[src/rtl/bram_grp_pkg.sv]
// Shared types and constants for the BRAM line-buffer group write side.
// Everything here is imported by bram_group_wr_ctrl and pix_packer.
package bram_grp_pkg;

    localparam int DEF_PIX_W        = 8;
    localparam int DEF_PIX_PER_WORD = 8;
    localparam int DEF_NUM_BRAM     = 3;
    localparam int WORD_W           = DEF_PIX_W * DEF_PIX_PER_WORD;
    // Group write-address counters are this wide and wrap on purpose.
    localparam int ADDR_W           = 9;

    typedef enum logic [1:0] {
        IDLE,
        CLR,
        RUN
    } state_t;

    function automatic logic [7:0] onehot_sel(input logic [1:0] line_sel);
        return 8'd1 << line_sel;
    endfunction

endpackage

[src/rtl/bram_group_wr_ctrl_pix_packer.sv]
// Packs pixels into one BRAM word and flags when the word must be written.
// Macro EOL_PAD_EN: pad a short end-of-line word with its last pixel, full mask.
module pix_packer
    import bram_grp_pkg::*;
#(
    parameter int PIX_W        = DEF_PIX_W,
    parameter int PIX_PER_WORD = DEF_PIX_PER_WORD
) (
    input  logic                          clk,
    input  logic                          rst_n,
    input  logic                          clear,
    input  logic                          accept,
    input  logic                          eol,
    input  logic [PIX_W-1:0]              data,
    output logic                          word_ready,
    output logic [PIX_W*PIX_PER_WORD-1:0] word,
    output logic [PIX_PER_WORD-1:0]       mask
);

    localparam int WW    = PIX_W * PIX_PER_WORD;
    localparam int IDX_W = (PIX_PER_WORD > 1) ? $clog2(PIX_PER_WORD) : 1;

    logic [IDX_W-1:0]        idx;
    logic [WW-1:0]           word_q;
    logic [PIX_PER_WORD-1:0] mask_q;
    logic [WW-1:0]           merged_word;
    logic [PIX_PER_WORD-1:0] merged_mask;

    // The outgoing word already includes the pixel arriving this cycle.
    always_comb begin
        merged_word = word_q;
        merged_mask = mask_q;
        merged_word[idx*PIX_W +: PIX_W] = data;
        merged_mask[idx] = 1'b1;
        word = merged_word;
        mask = merged_mask;
`ifdef EOL_PAD_EN
        for (int k = 0; k < PIX_PER_WORD; k++) begin
            if (k > int'(idx)) begin
                word[k*PIX_W +: PIX_W] = data;
            end
        end
        mask = '1;
`endif
    end

    assign word_ready = accept && ((idx == IDX_W'(PIX_PER_WORD - 1)) || eol);

    always_ff @(posedge clk or negedge rst_n) begin
        if (!rst_n) begin
            idx    <= '0;
            word_q <= '0;
            mask_q <= '0;
        end else if (clear) begin
            idx    <= '0;
            word_q <= '0;
            mask_q <= '0;
        end else if (accept) begin
            if (word_ready) begin
                idx    <= '0;
                word_q <= '0;
                mask_q <= '0;
            end else begin
                idx    <= idx + 1'b1;
                word_q <= merged_word;
                mask_q <= merged_mask;
            end
        end
    end

endmodule

[src/rtl/bram_group_wr_ctrl.sv]
// Write-side controller for the three-BRAM line-buffer group: frame FSM, line
// rotation and registered write strobes. Optional macro EOL_PAD_EN (see pix_packer).
module bram_group_wr_ctrl
    import bram_grp_pkg::*;
#(
    parameter int PIX_W        = DEF_PIX_W,
    parameter int PIX_PER_WORD = DEF_PIX_PER_WORD,
    parameter int NUM_BRAM     = DEF_NUM_BRAM,
    parameter int LW_W         = 12
) (
    input  logic                                   clk,
    input  logic                                   rst_n,
    input  logic                                   frame_start,
    input  logic [LW_W-1:0]                        cfg_line_width,
    input  logic                                   in_valid,
    output logic                                   in_ready,
    input  logic [PIX_W-1:0]                       in_data,
    output logic [PIX_W*PIX_PER_WORD*NUM_BRAM-1:0] wr_data,
    output logic [PIX_PER_WORD*NUM_BRAM-1:0]       wr_data_mask,
    output logic                                   wr_data_group_en,
    output logic [NUM_BRAM-1:0]                    wr_addr_inc,
    output logic                                   wr_addr_reset,
    output logic                                   line_done,
    output logic [1:0]                             line_bram,
    output logic [15:0]                            line_cnt,
    output logic                                   frame_abort
);

    localparam int WW = PIX_W * PIX_PER_WORD;

    state_t                  state;
    logic [LW_W-1:0]         lw_q;
    logic [LW_W-1:0]         pix_cnt;
    logic [1:0]              line_sel;
    logic                    accept;
    logic                    eol;
    logic                    word_ready;
    logic [WW-1:0]           word;
    logic [PIX_PER_WORD-1:0] mask;

    // A new frame request always beats a pixel offered in the same cycle.
    assign in_ready = (state == RUN) && !frame_start && (lw_q != '0);
    assign accept   = in_valid && in_ready;
    assign eol      = (pix_cnt == lw_q - LW_W'(1));

    pix_packer #(
        .PIX_W        (PIX_W),
        .PIX_PER_WORD (PIX_PER_WORD)
    ) u_packer (
        .clk        (clk),
        .rst_n      (rst_n),
        .clear      (state == CLR),
        .accept     (accept),
        .eol        (eol),
        .data       (in_data),
        .word_ready (word_ready),
        .word       (word),
        .mask       (mask)
    );

    always_ff @(posedge clk or negedge rst_n) begin
        if (!rst_n) begin
            state            <= IDLE;
            lw_q             <= '0;
            pix_cnt          <= '0;
            line_sel         <= '0;
            wr_data          <= '0;
            wr_data_mask     <= '0;
            wr_data_group_en <= 1'b0;
            wr_addr_inc      <= '0;
            wr_addr_reset    <= 1'b0;
            line_done        <= 1'b0;
            line_bram        <= '0;
            line_cnt         <= '0;
            frame_abort      <= 1'b0;
        end else begin
            wr_data          <= '0;
            wr_data_mask     <= '0;
            wr_data_group_en <= 1'b0;
            wr_addr_inc      <= '0;
            wr_addr_reset    <= 1'b0;
            line_done        <= 1'b0;
            frame_abort      <= 1'b0;
            case (state)
                IDLE: begin
                    if (frame_start) begin
                        state <= CLR;
                    end
                end
                CLR: begin
                    lw_q          <= cfg_line_width;
                    pix_cnt       <= '0;
                    line_sel      <= '0;
                    line_cnt      <= '0;
                    wr_addr_reset <= 1'b1;
                    state         <= RUN;
                end
                RUN: begin
                    if (frame_start) begin
                        state <= CLR;
                        if (pix_cnt != '0) begin
                            frame_abort <= 1'b1;
                        end
                    end else if (accept) begin
                        pix_cnt <= eol ? '0 : pix_cnt + LW_W'(1);
                        if (word_ready) begin
                            wr_data_group_en <= 1'b1;
                            wr_addr_inc      <= NUM_BRAM'(onehot_sel(line_sel));
                            for (int b = 0; b < NUM_BRAM; b++) begin
                                if (line_sel == 2'(b)) begin
                                    wr_data[b*WW +: WW] <= word;
                                    wr_data_mask[b*PIX_PER_WORD +: PIX_PER_WORD] <= mask;
                                end
                            end
                        end
                        // Lines rotate round-robin; addresses keep running per BRAM.
                        if (eol) begin
                            line_done <= 1'b1;
                            line_bram <= line_sel;
                            if (line_cnt != 16'hFFFF) begin
                                line_cnt <= line_cnt + 16'd1;
                            end
                            line_sel <= (line_sel == 2'(NUM_BRAM - 1)) ? 2'd0 : line_sel + 2'd1;
                        end
                    end
                end
                default: state <= IDLE;
            endcase
        end
    end

endmodule

[config.mk]
export PLATFORM = sky130hd
export DESIGN_NAME = bram_group_wr_ctrl
export DESIGN_NICKNAME = d
export VERILOG_FILES = /design/src/rtl/bram_grp_pkg.sv /design/src/rtl/bram_group_wr_ctrl_pix_packer.sv /design/src/rtl/bram_group_wr_ctrl.sv
export SDC_FILE = /design/constraint.sdc
export NUM_CORES = 1
export LEC_CHECK = 0
export CAP_MARGIN = 20
export CORE_UTILIZATION = 50
export DETAILED_ROUTE_END_ITERATION = 7
export GPL_ROUTABILITY_DRIVEN = 0
export PLACE_DENSITY_LB_ADDON = 0.1
export SYNTH_ARGS = -nofsm -noshare
export SYNTH_HDL_FRONTEND = slang
export SYNTH_SLANG_ARGS = --single-unit
[constraint.sdc]
create_clock -name clk -period 2.83 [get_ports clk]
set_input_delay 0.566 -clock clk [delete_from_list [all_inputs] [get_ports clk]]
set_output_delay 0.566 -clock clk [all_outputs]
set_load 0.01 [all_outputs]
==> impl_metrics.yaml <==
outcome:
  status: "complete, but fails checks"
  violations: "design-rule violations"
worst_setup_path:
  worstPathMaxFanout: 12
  start_kind: "flip-flop"
  r2r_start: "lw_q[2]"
  worstReg2RegEnd: "line_cnt[6]"
  crit_required_ps: 3260
  critPathCapture: "line_cnt[6]"
  critical_path_class: "reg -> reg"
  arrival_ps: 3190
  ff2ff_path_depth: 8
  end_kind: "flip-flop"
  crit_start: "lw_q[2]"
  reg2reg_slack_ps: 70
power_and_ir_drop:
  internal-power_w: 0.00830
  leakage_nw: 7.92
  seq_power_share_pct: 46.3
  power.density_nw_per_um2: 613
  ir_drop_mv: 0.429
  p_comb_share_pct: 9.5
  p_sw_w: 0.00268
  p_clk_share_pct: 44.2
  swShare_pct: 24.4
layout:
  final_core_util_pct: 68.4
  num-nets-final: 1536
  multi_input_comb_area_um2: 4350
  antenna_cells: 0
  drive_gt1_share_pct: 12.2
  regArea_um2: 8610
  area_growth_pct: 33.3
  fill_cells: 1955
timing:
  final_max_slew_viol_count: 0
  max_slew_margin_pct: 47.6
  worst_pin_slew_ps: 785
  finalCritPeriodShare_pct: 97.6
  clock_skew_ps: 19.0
  hold-worst-slack_ps: 64.5
  layout_min_cycle_time_ps: 2760
  max_clock_freq_mhz: 362
  hold_viol_final: 0
  setup_violations: 0
floorplanning:
  die_w_um: 166
  die_y_um: 166
  coreArea_um2: 26200
  initial_core_util_pct: 51.3
  die_area_um2: 27600
  rows: 59
  io_pins: 266
drt:
  wl_met3_mm: 2.97
  wirelength_mm: 34.8
  dr.pass1.iters: 7
  ant_nets: 0
  dr_wl_met2_mm: 16.0
  drtIter0Drc: 900
  viasPerCell: 5.35
  vias: 9960
  wl_met1_mm: 15.1
  drc_errors: 19
  top_layer_used: "met4"
  wl_per_cell_um: 18.7
synth:
  synth_edf_count: 0
  synthTopCellsByArea: "dfrtp_1 (64%), nor2_1 (7.7%), nand2_1 (3.9%)"
  synthesis.area_um2: 13400
  synth.distinct_cells: 61
  yosysWarnings: 0
  postSynthAreaPerCell_um2: 11.1
  synth_area_leader_cell: "dfrtp_1"
  ys.flop_type: "dfrtp_1"
  async_flop_share_pct: 100
  synth_seq_area_share_pct: 64.0
  synth-seq-cells: 344
  syn_inst: 1212
  syn_nets: 1248
  synth_top_area_share_pct: 64.0
clock_network:
  cts-root-buf: "clkbuf_16"
  postCtsSetupBuffers: 0
  cts_tree: "built"
  cts_hold_buf: 0
  cts.reportedPaths.clkPinSlew_ps: 60
  cts_buffer_depth: 3
  numCtsBuffers: 37
  clk_latency_ps: 520
  clock-sinks: 344
  ctsHtreeMaxLevel: 2
grt:
  grt_max_degree: 91
  grt_overflow: 0
  grt_antenna_before_repair: 0
  grt_pass1_wl_mm: 55.7
  grt_use_total_pct: 25.6
  grt_pass1_vias: 9915
placement:
  place_hpwl_mm: 23.3
  port-buffer-count: 265
flow_run:
  drv_cap: 0
worst_hold_path:
  hp-class: "in -> async"
==> area by class of cell <==
| cell class | count | area share, % |
|---|---|---|
| sequential | 344 | 48.0 |
| multi-input combinational | 785 | 24.3 |
| clock buffer | 53 | 6.06 |
| timing repair buffer | 316 | 18.2 |
| tap | 335 | 2.34 |
| clock inverter | 11 | 0.796 |
| inverter | 16 | 0.335 |
==> state kept, by name (all words and copies together) (netlist names) <==
name,flops
lw_q,12
wr_addr_reset,1
line_done,1
wr_addr_inc,3
line_cnt,16
wr_data_group_en,1
u_packer.word_q,64
wr_data_mask,24
u_packer.mask_q,8
pix_cnt,12
state,2
u_packer.idx,3
wr_data,192
frame_abort,1
line_bram,2
line_sel,2
==> power by group through the flow <==
stage / sequential, W / combinational [W] / clock, W
2_1_floorplan: 0.00516 / 0.000592 / 0
3_3_place_gp: 0.00517 / 0.000987 / 0
3_5_place_dp: 0.00517 / 0.00100 / 0
4_1_cts: 0.00508 / 0.00101 / 0.00494
5_1_grt: 0.00509 / 0.00114 / 0.00515
6_report: 0.00508 / 0.00104 / 0.00485
==> per-stage QoR <==
stage	TNS (ps)	area, um^2	instances	power, W	setup WS (ps)
after global routing	-160	17900	1860	0.0114	-33.3
after CTS	0	17900	1858	0.0110	55.8
final	0	17900	1860	0.0110	67.9
after global placement	-629	16600	1794	0.00615	-47.2
after detailed placement	-5590	16600	1794	0.00617	-93.9
after floorplan	0	13400	1212	0.00575	297
==> critical path: stages (launching register included) <==
cell	delay [ps]
dfrtp_1	450
buf_4	190
nor4_4	400
nand4b_1	160
xnor2_1	250
and4_4	340
a31oi_4	180
or4_1	550
a21oi_1	150
==> Yosys cell counts (all sizes together) (11+ instances only) <==
| master | n |
|---|---|
| nor2b | 11 |
| nand3 | 25 |
| o21ai | 86 |
| buf | 39 |
| clkbuf | 29 |
| nor2 | 278 |
| inv | 15 |
| nand2 | 144 |
| a31oi | 21 |
| dfrtp | 344 |
| mux2i | 18 |
| a22o | 15 |
| nor3 | 11 |
| a21oi | 62 |
| xnor2 | 14 |
| ha | 12 |
==> metal layers <==
| layer | GRT usage (%) | up-vias |
|---|---|---|
| li1 | - | 4599 |
| met2 | 39.3 | 353 |
| met5 | 0 | - |
| met3 | 7.53 | 62 |
| met4 | 6.95 | 0 |
| met1 | 35.7 | 4946 |
==> what timing repair did <==
item                       CTS  global route
setup endpoints to repair    1            48
gates cloned                 0             1
pin swaps                    0             1
gates resized for setup      1             5
==> cells in the final DEF (no fill, tap or decap), types with 11 or more instances in the layout <==
| cell type | n |
|---|---|
| buf_4 | 33 |
| nor2_1 | 276 |
| clkbuf_16 | 37 |
| a22o_1 | 15 |
| buf_12 | 17 |
| dfrtp_1 | 344 |
| o21ai_2 | 44 |
| inv_1 | 15 |
| xnor2_1 | 14 |
| nor3_1 | 11 |
| mux2i_1 | 18 |
| nor2b_1 | 11 |
| ha_1 | 12 |
| a21oi_1 | 55 |
| nand3_1 | 25 |
| clkdlybuf4s50_1 | 263 |
| a31oi_1 | 20 |
| nand2_1 | 140 |
| o21ai_0 | 41 |
==> worst min-delay path by stage <==
stage / end / from / cells after the start / slack [ps]
detailed placement: u_packer.word_q[49] / u_packer.word_q[49] / 2 / 460
finish: line_cnt[15] / rst_n / 1 / 60
global placement: u_packer.word_q[51] / u_packer.word_q[51] / 2 / 450
CTS: line_cnt[5] / rst_n / 1 / 120
global route: line_cnt[15] / rst_n / 1 / 130
floorplan: frame_abort / rst_n / 0 / 270
==> cells by family (layout without fill, tap and decap cells) <==
logic type | Yosys count | in the layout | synth area share [%]
AOI/OAI and AO/OA | 204 | 205 | 10.8
and+or+nand+nor | 529 | 529 | 17.1
adders and majority gates | 12 | 12 | 1.12
buffers and inverters | 84 | 396 | 4.13
muxes | 21 | 21 | 1.59
xor gates and xnor gates | 18 | 18 | 1.17
DFF | 344 | 344 | 64.0
Note: power is estimated with default switching activity, not from simulation.
